[config.mk]
export PLATFORM = sky130hd
export DESIGN_NAME = safe_lock_ctrl
export DESIGN_NICKNAME = d
export VERILOG_FILES = /design/src/rtl/safe_lock_ctrl.sv
export SDC_FILE = /design/constraint.sdc
export NUM_CORES = 1
export LEC_CHECK = 0
export CAP_MARGIN = 20
export CORE_ASPECT_RATIO = 0.6
export CORE_UTILIZATION = 30
export CTS_CLUSTER_DIAMETER = 120
export DETAILED_ROUTE_END_ITERATION = 10
export HOLD_SLACK_MARGIN = 0.08
export PLACE_DENSITY = 0.5
export SYNTH_ARGS = -nofsm -noshare
export SYNTH_HDL_FRONTEND = slang
export SYNTH_SLANG_ARGS = --single-unit
export TNS_END_PERCENT = 10
[constraint.sdc]
create_clock -name clk -period 6.2 [get_ports clk]
set_input_delay 0.93 -clock clk [delete_from_list [all_inputs] [get_ports clk]]
set_output_delay 0.93 -clock clk [all_outputs]
set_load 0.02 [all_outputs]
[src/rtl/safe_lock_ctrl.sv]
// Keypad PIN lock controller: assembles PIN entries, checks them, times the unlock window and handles re-programming.
// Define SAFE_LOCKOUT_EN to build the failed-attempt counter and the LOCKOUT state.
module safe_lock_ctrl #(
  parameter int unsigned PIN_LEN        = 4,
  parameter logic [31:0] DEFAULT_PIN    = 32'h0000_1234,
  parameter int unsigned UNLOCK_CYCLES  = 100,
  parameter int unsigned ENTRY_TIMEOUT  = 500,
  parameter int unsigned MAX_FAILS      = 3,
  parameter int unsigned LOCKOUT_CYCLES = 200
) (
  input  logic       clk,
  input  logic       rst,
  input  logic [3:0] key_code,
  output logic       unlocked,
  output logic       err,
  output logic       pin_set,
  output logic       locked_out,
  output logic [3:0] digit_count,
  output logic [2:0] state_o
);

  localparam int unsigned BUF_W        = 4 * PIN_LEN;
  localparam logic [3:0]  CNT_FULL     = 4'(PIN_LEN);
  localparam logic [31:0] UNLOCK_LOAD  = 32'(UNLOCK_CYCLES - 1);
  localparam logic [31:0] TIMEOUT_LOAD = 32'(ENTRY_TIMEOUT - 1);
  localparam logic [3:0]  KEY_HASH     = 4'd10;
  localparam logic [3:0]  KEY_STAR     = 4'd11;
  localparam logic [3:0]  KEY_NONE     = 4'd13;

  typedef enum logic [2:0] {
    S_LOCKED  = 3'd0,
    S_ENTRY   = 3'd1,
    S_CHECK   = 3'd2,
    S_OPEN    = 3'd3,
    S_SET     = 3'd4,
    S_LOCKOUT = 3'd5
  } state_e;

  state_e           state_q, state_d;
  logic [BUF_W-1:0] ebuf_q, ebuf_d;
  logic [BUF_W-1:0] pin_q, pin_d;
  logic [3:0]       cnt_q, cnt_d;
  logic             ovf_q, ovf_d;
  logic             match_q, match_d;
  logic [31:0]      tmr_q, tmr_d;
  logic             unlocked_q, unlocked_d;
  logic             err_q, err_d;
  logic             pin_set_q, pin_set_d;
  logic             clear_entry;

  logic is_digit, is_hash, is_star, is_key, entry_ok, tmr_zero;

  assign is_digit = (key_code <= 4'd9);
  assign is_hash  = (key_code == KEY_HASH);
  assign is_star  = (key_code == KEY_STAR);
  assign is_key   = (key_code != KEY_NONE);
  assign entry_ok = (cnt_q == CNT_FULL) && !ovf_q;
  assign tmr_zero = (tmr_q == 32'd0);
  // Compare result is latched as ENTRY is left, so the buffer can clear on that exit.
  assign match_d  = entry_ok && (ebuf_q == pin_q);

`ifdef SAFE_LOCKOUT_EN
  localparam int unsigned      FAIL_W      = $clog2(MAX_FAILS + 1);
  localparam logic [FAIL_W-1:0] FAIL_MAX    = FAIL_W'(MAX_FAILS);
  localparam logic [31:0]      LOCKOUT_LOAD = 32'(LOCKOUT_CYCLES - 1);

  logic [FAIL_W-1:0] fail_q, fail_d, fail_inc;
  logic              locked_out_q, locked_out_d;

  assign fail_inc = (fail_q == FAIL_MAX) ? fail_q : fail_q + 1'b1;

  always_ff @(posedge clk or posedge rst) begin
    if (rst) begin
      fail_q       <= '0;
      locked_out_q <= 1'b0;
    end else begin
      fail_q       <= fail_d;
      locked_out_q <= locked_out_d;
    end
  end

  assign locked_out = locked_out_q;
`else
  // Lockout tuning has no hardware in this build; the empty guard keeps the parameters referenced.
  if (MAX_FAILS == 0 || LOCKOUT_CYCLES == 0) begin : g_lockout_params_unused
  end

  assign locked_out = 1'b0;
`endif

  always_ff @(posedge clk or posedge rst) begin
    if (rst) begin
      state_q    <= S_LOCKED;
      ebuf_q     <= '0;
      pin_q      <= DEFAULT_PIN[BUF_W-1:0];
      cnt_q      <= '0;
      ovf_q      <= 1'b0;
      match_q    <= 1'b0;
      tmr_q      <= '0;
      unlocked_q <= 1'b0;
      err_q      <= 1'b0;
      pin_set_q  <= 1'b0;
    end else begin
      state_q    <= state_d;
      ebuf_q     <= ebuf_d;
      pin_q      <= pin_d;
      cnt_q      <= cnt_d;
      ovf_q      <= ovf_d;
      match_q    <= match_d;
      tmr_q      <= tmr_d;
      unlocked_q <= unlocked_d;
      err_q      <= err_d;
      pin_set_q  <= pin_set_d;
    end
  end

  always_comb begin
    state_d     = state_q;
    ebuf_d      = ebuf_q;
    pin_d       = pin_q;
    cnt_d       = cnt_q;
    ovf_d       = ovf_q;
    tmr_d       = tmr_q;
    clear_entry = 1'b0;
`ifdef SAFE_LOCKOUT_EN
    fail_d      = fail_q;
`endif
    case (state_q)
      S_LOCKED: begin
        if (is_digit) begin
          ebuf_d  = BUF_W'(key_code);
          cnt_d   = 4'd1;
          tmr_d   = TIMEOUT_LOAD;
          state_d = S_ENTRY;
        end
      end
      S_ENTRY, S_SET: begin
        if (is_digit) begin
          if (cnt_q == CNT_FULL) begin
            ovf_d = 1'b1;
          end else begin
            ebuf_d = (ebuf_q << 4) | BUF_W'(key_code);
            cnt_d  = cnt_q + 4'd1;
          end
        end
        if (is_key) begin
          tmr_d = TIMEOUT_LOAD;
        end else if (tmr_zero) begin
          state_d     = S_LOCKED;
          clear_entry = 1'b1;
        end else begin
          tmr_d = tmr_q - 32'd1;
        end
        if (is_star) begin
          state_d     = S_LOCKED;
          clear_entry = 1'b1;
        end else if (is_hash) begin
          clear_entry = 1'b1;
          if (state_q == S_ENTRY) begin
            state_d = S_CHECK;
          end else begin
            state_d = S_LOCKED;
            if (entry_ok) pin_d = ebuf_q;
          end
        end
      end
      S_CHECK: begin
        if (match_q) begin
          state_d = S_OPEN;
          tmr_d   = UNLOCK_LOAD;
`ifdef SAFE_LOCKOUT_EN
          fail_d  = '0;
`endif
        end else begin
          state_d = S_LOCKED;
`ifdef SAFE_LOCKOUT_EN
          fail_d  = fail_inc;
          if (fail_inc == FAIL_MAX) begin
            state_d = S_LOCKOUT;
            tmr_d   = LOCKOUT_LOAD;
          end
`endif
        end
      end
      S_OPEN: begin
        if (is_hash) begin
          state_d = S_LOCKED;
        end else if (is_star) begin
          state_d = S_SET;
          tmr_d   = TIMEOUT_LOAD;
        end else if (tmr_zero) begin
          state_d = S_LOCKED;
        end else begin
          tmr_d = tmr_q - 32'd1;
        end
      end
`ifdef SAFE_LOCKOUT_EN
      S_LOCKOUT: begin
        if (tmr_zero) begin
          state_d = S_LOCKED;
          fail_d  = '0;
        end else begin
          tmr_d = tmr_q - 32'd1;
        end
      end
`endif
      default: state_d = S_LOCKED;
    endcase
    if (clear_entry) begin
      ebuf_d = '0;
      cnt_d  = '0;
      ovf_d  = 1'b0;
    end
  end

  always_comb begin
    unlocked_d   = (state_d == S_OPEN);
    err_d        = ((state_q == S_CHECK) && !match_q) ||
                   ((state_q == S_SET) && is_hash && !entry_ok);
    pin_set_d    = (state_q == S_SET) && is_hash && entry_ok;
`ifdef SAFE_LOCKOUT_EN
    locked_out_d = (state_d == S_LOCKOUT);
`endif
  end

  assign unlocked    = unlocked_q;
  assign err         = err_q;
  assign pin_set     = pin_set_q;
  assign digit_count = cnt_q;
  assign state_o     = state_q;

endmodule
== Word-level counts from Yosys, hierarchy flattened ==
Cells that the tools add are included.
Storage, ports and cells
  register bits after elaboration: 76
  input bits: 6
  output and inout port bits: 11
  logic and storage cells: 90
Cells by class
  add/subtract/negate cells: 2
  order comparisons: 1
  equality and inequality tests: 16
  mux-type cells: 36
  bitwise operators: 3
  reductions and logical operators: 22
Operators with widths (count)
  32-bit two-way mux: 6
  32-bit case mux with 4 select lines: 1
  16-bit two-way mux: 4
  32-bit zero test: 1
  16-bit case mux with 2 select lines: 1
  32-bit by 1-bit subtractor with 32-bit output (second input constant): 1
  3-bit two-way mux: 7
  16-bit equality test: 1
  4-bit two-way mux: 4
  16-bit by 4-bit bitwise OR with 16-bit output: 1
  3-bit case mux with 4 select lines: 1
  3-bit by 2-bit equality test with 1-bit output (second input constant): 3
  1-bit two-way mux: 9
  3-bit != test (second input constant): 3
  4-bit equality test (second input constant): 2
  4-bit case mux with 2 select lines: 1
  4-bit AND reduction: 2
  1-bit logical AND: 6
  2-bit != test (second input constant): 3
  2-bit nonzero test: 3
  5-bit AND reduction: 1
  4-bit by 1-bit adder with 4-bit output (second input constant): 1
  4-bit by 3-bit equality test with 1-bit output (second input constant): 1
  4-bit <= comparator (second input constant): 1
  other kinds (12): 16

== Depth between registers and ports, before layout ==
  word-level depth: 8
  gate-level depth with buffers: 9
  depth with buffers taken out: 8

== Worst setup path before layout ==
Ideal clock, no wire load.
  kind: input to register
  from: input port key_code[0]
  to: register tmr_q[8]
  setup time: 126 ps
  data arrival time: 2503 ps
  required time: 6074 ps
  setup slack: 3571 ps
  stages on the path: 6
  path buffers: 1
  path through: nor4bb_1 -> and3_1 -> a211o_1 -> clkbuf_1 -> nor2_1 -> a221o_1
Between the ends
  word-level cells in the longest chain between the ends: 4
  elaborated cells between the ends (all ways): 11
  classes of those cells: order compare: 1; eq/ne: 5; mux: 4; reduce/logical: 1
Ends and longest elaborated chain
  start, declared: RTL line 13  | input logic [3:0] key_code,
  parallel branches: the longest is 4 deep, another holds 4-bit <= comparator
  end signal, assigned: RTL line 110  | tmr_q <= tmr_d;
  end, declared: RTL line 45  | logic [31:0] tmr_q, tmr_d;
Several ways; the timed one is not identified. The select of a mux whose other input is x is not followed.
A chain may end at the register's enable or synchronous reset.

== Worst setup path in the final report ==
  from: input port key_code[3]
  to: register pin_q[11]
Between the ends
  word-level cells in the longest chain between the ends: 3
  elaborated cells between the ends (all ways): 4
  classes of those cells: eq/ne: 2; bitwise: 1; reduce/logical: 1
Ends and longest elaborated chain
  4-bit equality test: RTL line 55  | assign is_star = (key_code == KEY_STAR);
  1-bit inverter (no source line)
  5-bit AND reduction (no source line) *
  end signal, assigned: RTL line 95  | pin_q <= DEFAULT_PIN[BUF_W-1:0];
  end signal, assigned: RTL line 106  | pin_q <= pin_d;
  end, declared: RTL line 41  | logic [BUF_W-1:0] pin_q, pin_d;
Mark *: on every way between the ends. The rest lies on a longest branch, timed or not.

==> results.cfg <==
[outcome]
outcome = finished, violations left
violations = design-rule violations

[synthesis]
avgSynthCellArea_um2 = 10.27
ys_ff_latch = 76
synth_cells = 396
yosysWarnings = 0
ys_async_sr_fraction_pct = 100.0
synthesis.nets = 406
synth_edf_count = 0
synth_ff_type = dfrtp_1
yosysSeqAreaShare_pct = 46.92
synth.distinct_cells = 61
synth.cell_area_um2 = 4066

[clocking]
cts_resized = 0
cts_num_sinks = 76
cts_setup_buffers = 0
cts_buffers = 9
clock_path_buffers = 2
path_clk_slew_ps = 60
cts-root-buf = clkbuf_16
cts_max_level = 3
ctsHoldBuffers = 0
clock_latency_ps = 340
cts_tree = done

[worst_setup_path]
worstSetupStartpointType = input pin
reg2regPathDepth = 6
crit_family = simple AND/OR/NAND/NOR gates
cp_data_required_time_ps = 6420
cp_cell_sequence = clkdlybuf4s50_1 -> nor4bb_1 -> nand3_1 -> mux2_2
crit_type = input pin to flop
rr_startpoint = tmr_q[8]
critical_path_buf_inv_count = 1
rrSetupSlack_ps = 3050
slowest_delay_ps = 870
critical_path_arrival_ps = 3690
crit_slowest_cell = nand3_1
r2r_end = state_o[0]
cp_max_fo = 16
cp-startpoint = key_code[3]
end_kind = flop

[place]
place.port_buffers = 15
gp_congestion = 0.8074
dp_hpwl_um = 6777

[global_route]
grt_first_pass_wirelength_um = 16400
antenna_found_initial = 0
track_usage_pct = 15.09
grt_max_degree = 77
gr-total-overflow = 0
grt_pass1_vias = 2918

[floorplan]
die_width_um = 152.3
dieArea_um2 = 14040
num_rows = 32
die_h_um = 92.18
num_io_pins = 17
coreArea_um2 = 13010
floorplan.initialDensity_pct = 31.25

[layout]
antenna_cells = 0
seqCellArea_um2 = 1908
synthToLayoutAreaGrowth_pct = 16.46
multiInputGateArea_um2 = 2036
utilization_pct = 36.39
drive_above_1_share_pct = 14.29
nets = 418
fillCellCount = 1304

[power_and_ir_drop]
p_leak_nw = 1.995
power_density_nw_per_um2 = 383.0
ir_drop_mv = 0.1659

[sta]
setup_violations = 0
clock.fmax_ghz = 0.2879
worstMarginPinSlew_ps = 918.1
finalClockSkew_ps = 5.308
hold_viol_final = 0
tns_ps = 0
rsz0062_at_grt = false
final.min_clock_period_ps = 3473
slew_viol_final = 0
fin_crit_sh_pct = 56.02
relSlewSlack_pct = 38.80

[run]
max_cap_viol_count = 0

[drt]
drcViolationCount = 3
wirelength_um = 9684
vias_per_cell = 5.233
routedWlPerCell_um = 16.61
drt_iter0_drc = 276
vias = 3051
dr.pass1.iters = 7
ant_nets = 0

[hold_path]
min_path_cells = 2
hp-start = ovf_q
hold_class = flop to flop
worstHoldEndpoint = ovf_q
## placed cells by master, fill, tap and decap left out, types with 4 or more instances in the layout
master and count:
xnor2_1 21, nand2_1 11, buf_4 4, xor2_1 18, inv_1 10, ha_1 4
and3_1 5, mux2_2 18, mux2i_1 5, a21oi_1 8, clkbuf_16 9, nor3_1 9
nand3_1 14, nor4_1 15, o21ai_0 16, o31ai_1 5, dfstp_2 5, nor2_1 45
clkdlybuf4s50_1 15, nand2b_1 6, nor3_2 4, nand4_1 16, dfrtp_1 71, a22o_1 13
## how the worst max path moves through the flow
| stage | to | slack (ps) | depth (start not counted) |
|---|---|---|---|
| after floorplan | digit_count[0] | 3340 | 1 |
| after global placement | pin_q[13] | 2410 | 4 |
| after detailed placement | tmr_q[27] | 2320 | 8 |
| after CTS | tmr_q[27] | 2670 | 8 |
| after global routing | pin_q[11] | 2550 | 4 |
| final | pin_q[11] | 2730 | 4 |
## per-stage QoR
| step | setup slack [ps] | hold slack (ps) | total power, mW | std cells | area (um2) |
|---|---|---|---|---|---|
| 2_1_floorplan | 3340 | 463.2 | 1.064 | 396 | 4066 |
| 3_3_place_gp | 2413 | 492.2 | 1.222 | 565 | 4372 |
| 3_5_place_dp | 2323 | 487.8 | 1.231 | 565 | 4372 |
| 4_1_cts | 2667 | 501.8 | 1.820 | 581 | 4701 |
| 5_1_grt | 2547 | 543.9 | 1.926 | 583 | 4736 |
| 6_report | 2727 | 513.8 | 1.814 | 583 | 4736 |
## Yosys cell counts, types with 2 or more instances
cell type / number / share of area (%)
nor3b_1: 2 / 0.37
clkbuf_1: 13 / 1.2
or3_1: 3 / 0.46
nor4b_1: 3 / 0.65
buf_1: 2 / 0.18
inv_1: 11 / 1.0
nor2_1: 45 / 4.2
a22oi_1: 2 / 0.37
dfstp_2: 5 / 3.2
nand4_1: 16 / 2.5
ha_1: 4 / 1.2
o21bai_1: 2 / 0.37
a21oi_1: 8 / 0.98
nand2_1: 11 / 1.0
o21ai_0: 16 / 2.0
nor4_1: 15 / 2.3
and4b_1: 2 / 0.49
a31oi_1: 3 / 0.46
nand3_1: 14 / 1.7
or2_2: 2 / 0.31
buf_4: 2 / 0.37
nand2b_1: 6 / 0.92
a221o_1: 2 / 0.49
nor2b_1: 3 / 0.46
or4_4: 2 / 0.55
and3_1: 5 / 0.77
dfrtp_1: 71 / 44
mux2_2: 18 / 5.0
o31ai_1: 5 / 0.92
xor2_1: 18 / 3.9
nor3_2: 4 / 0.98
mux2i_1: 5 / 1.2
xnor2_1: 21 / 4.5
nand4b_1: 3 / 0.65
a211oi_1: 2 / 0.37
nand3b_1: 3 / 0.55
a22o_1: 13 / 2.8
or4_1: 3 / 0.55
nor3_1: 9 / 1.1
## registers in the layout, indices dropped and copies added, names as in the netlist
register,cells
state_o,3
unlocked,1
tmr_q,32
ovf_q,1
digit_count,4
match_q,1
pin_set,1
pin_q,16
ebuf_q,16
err,1
## cell type report
| type | instances | share of cell area, % |
|---|---|---|
| Clock buffer | 12 | 5.416 |
| Clock inverter | 4 | 1.532 |
| Inverter | 11 | 0.8983 |
| Multi-Input combinational cell | 290 | 42.99 |
| Sequential cell | 76 | 40.29 |
| Tap cell | 170 | 4.491 |
| Timing Repair Buffer | 20 | 4.386 |
## per-layer routing
layer / vias up / track usage [%] / routed length, um
li1: 1468 / - / -
met1: 1514 / 24.60 / 5705
met2: 59 / 18.82 / 3490
met3: 10 / 3.308 / 374
met4: 0 / 4.337 / 112
met5: - / 0 / 0
## where the power goes
part | switching [mW] | leakage (nW) | internal [mW]
sequential | 0.121 | 0.988 | 0.576
combinational | 0.316 | 0.849 | 0.221
clock | 0.206 | 0.159 | 0.374
## worst min-delay path: stages, from the launching register on
cell and delay [ps]:
dfrtp_1 360, a31oi_1 50, nor2_1 70
## cell families (layout without fill, tap and decap cells)
group / Yosys count / after routing / synth area share, %
simple gates: 158 / 158 / 22.15
flops: 76 / 76 / 46.92
compound gates: 64 / 64 / 11.57
xor+xnor: 39 / 39 / 8.400
buf+inv: 30 / 47 / 3.169
mux: 23 / 23 / 6.215
fa+ha+maj: 5 / 5 / 1.477
other cells: 1 / 1 / 0.09222
Power figures use the tool's default switching activity.
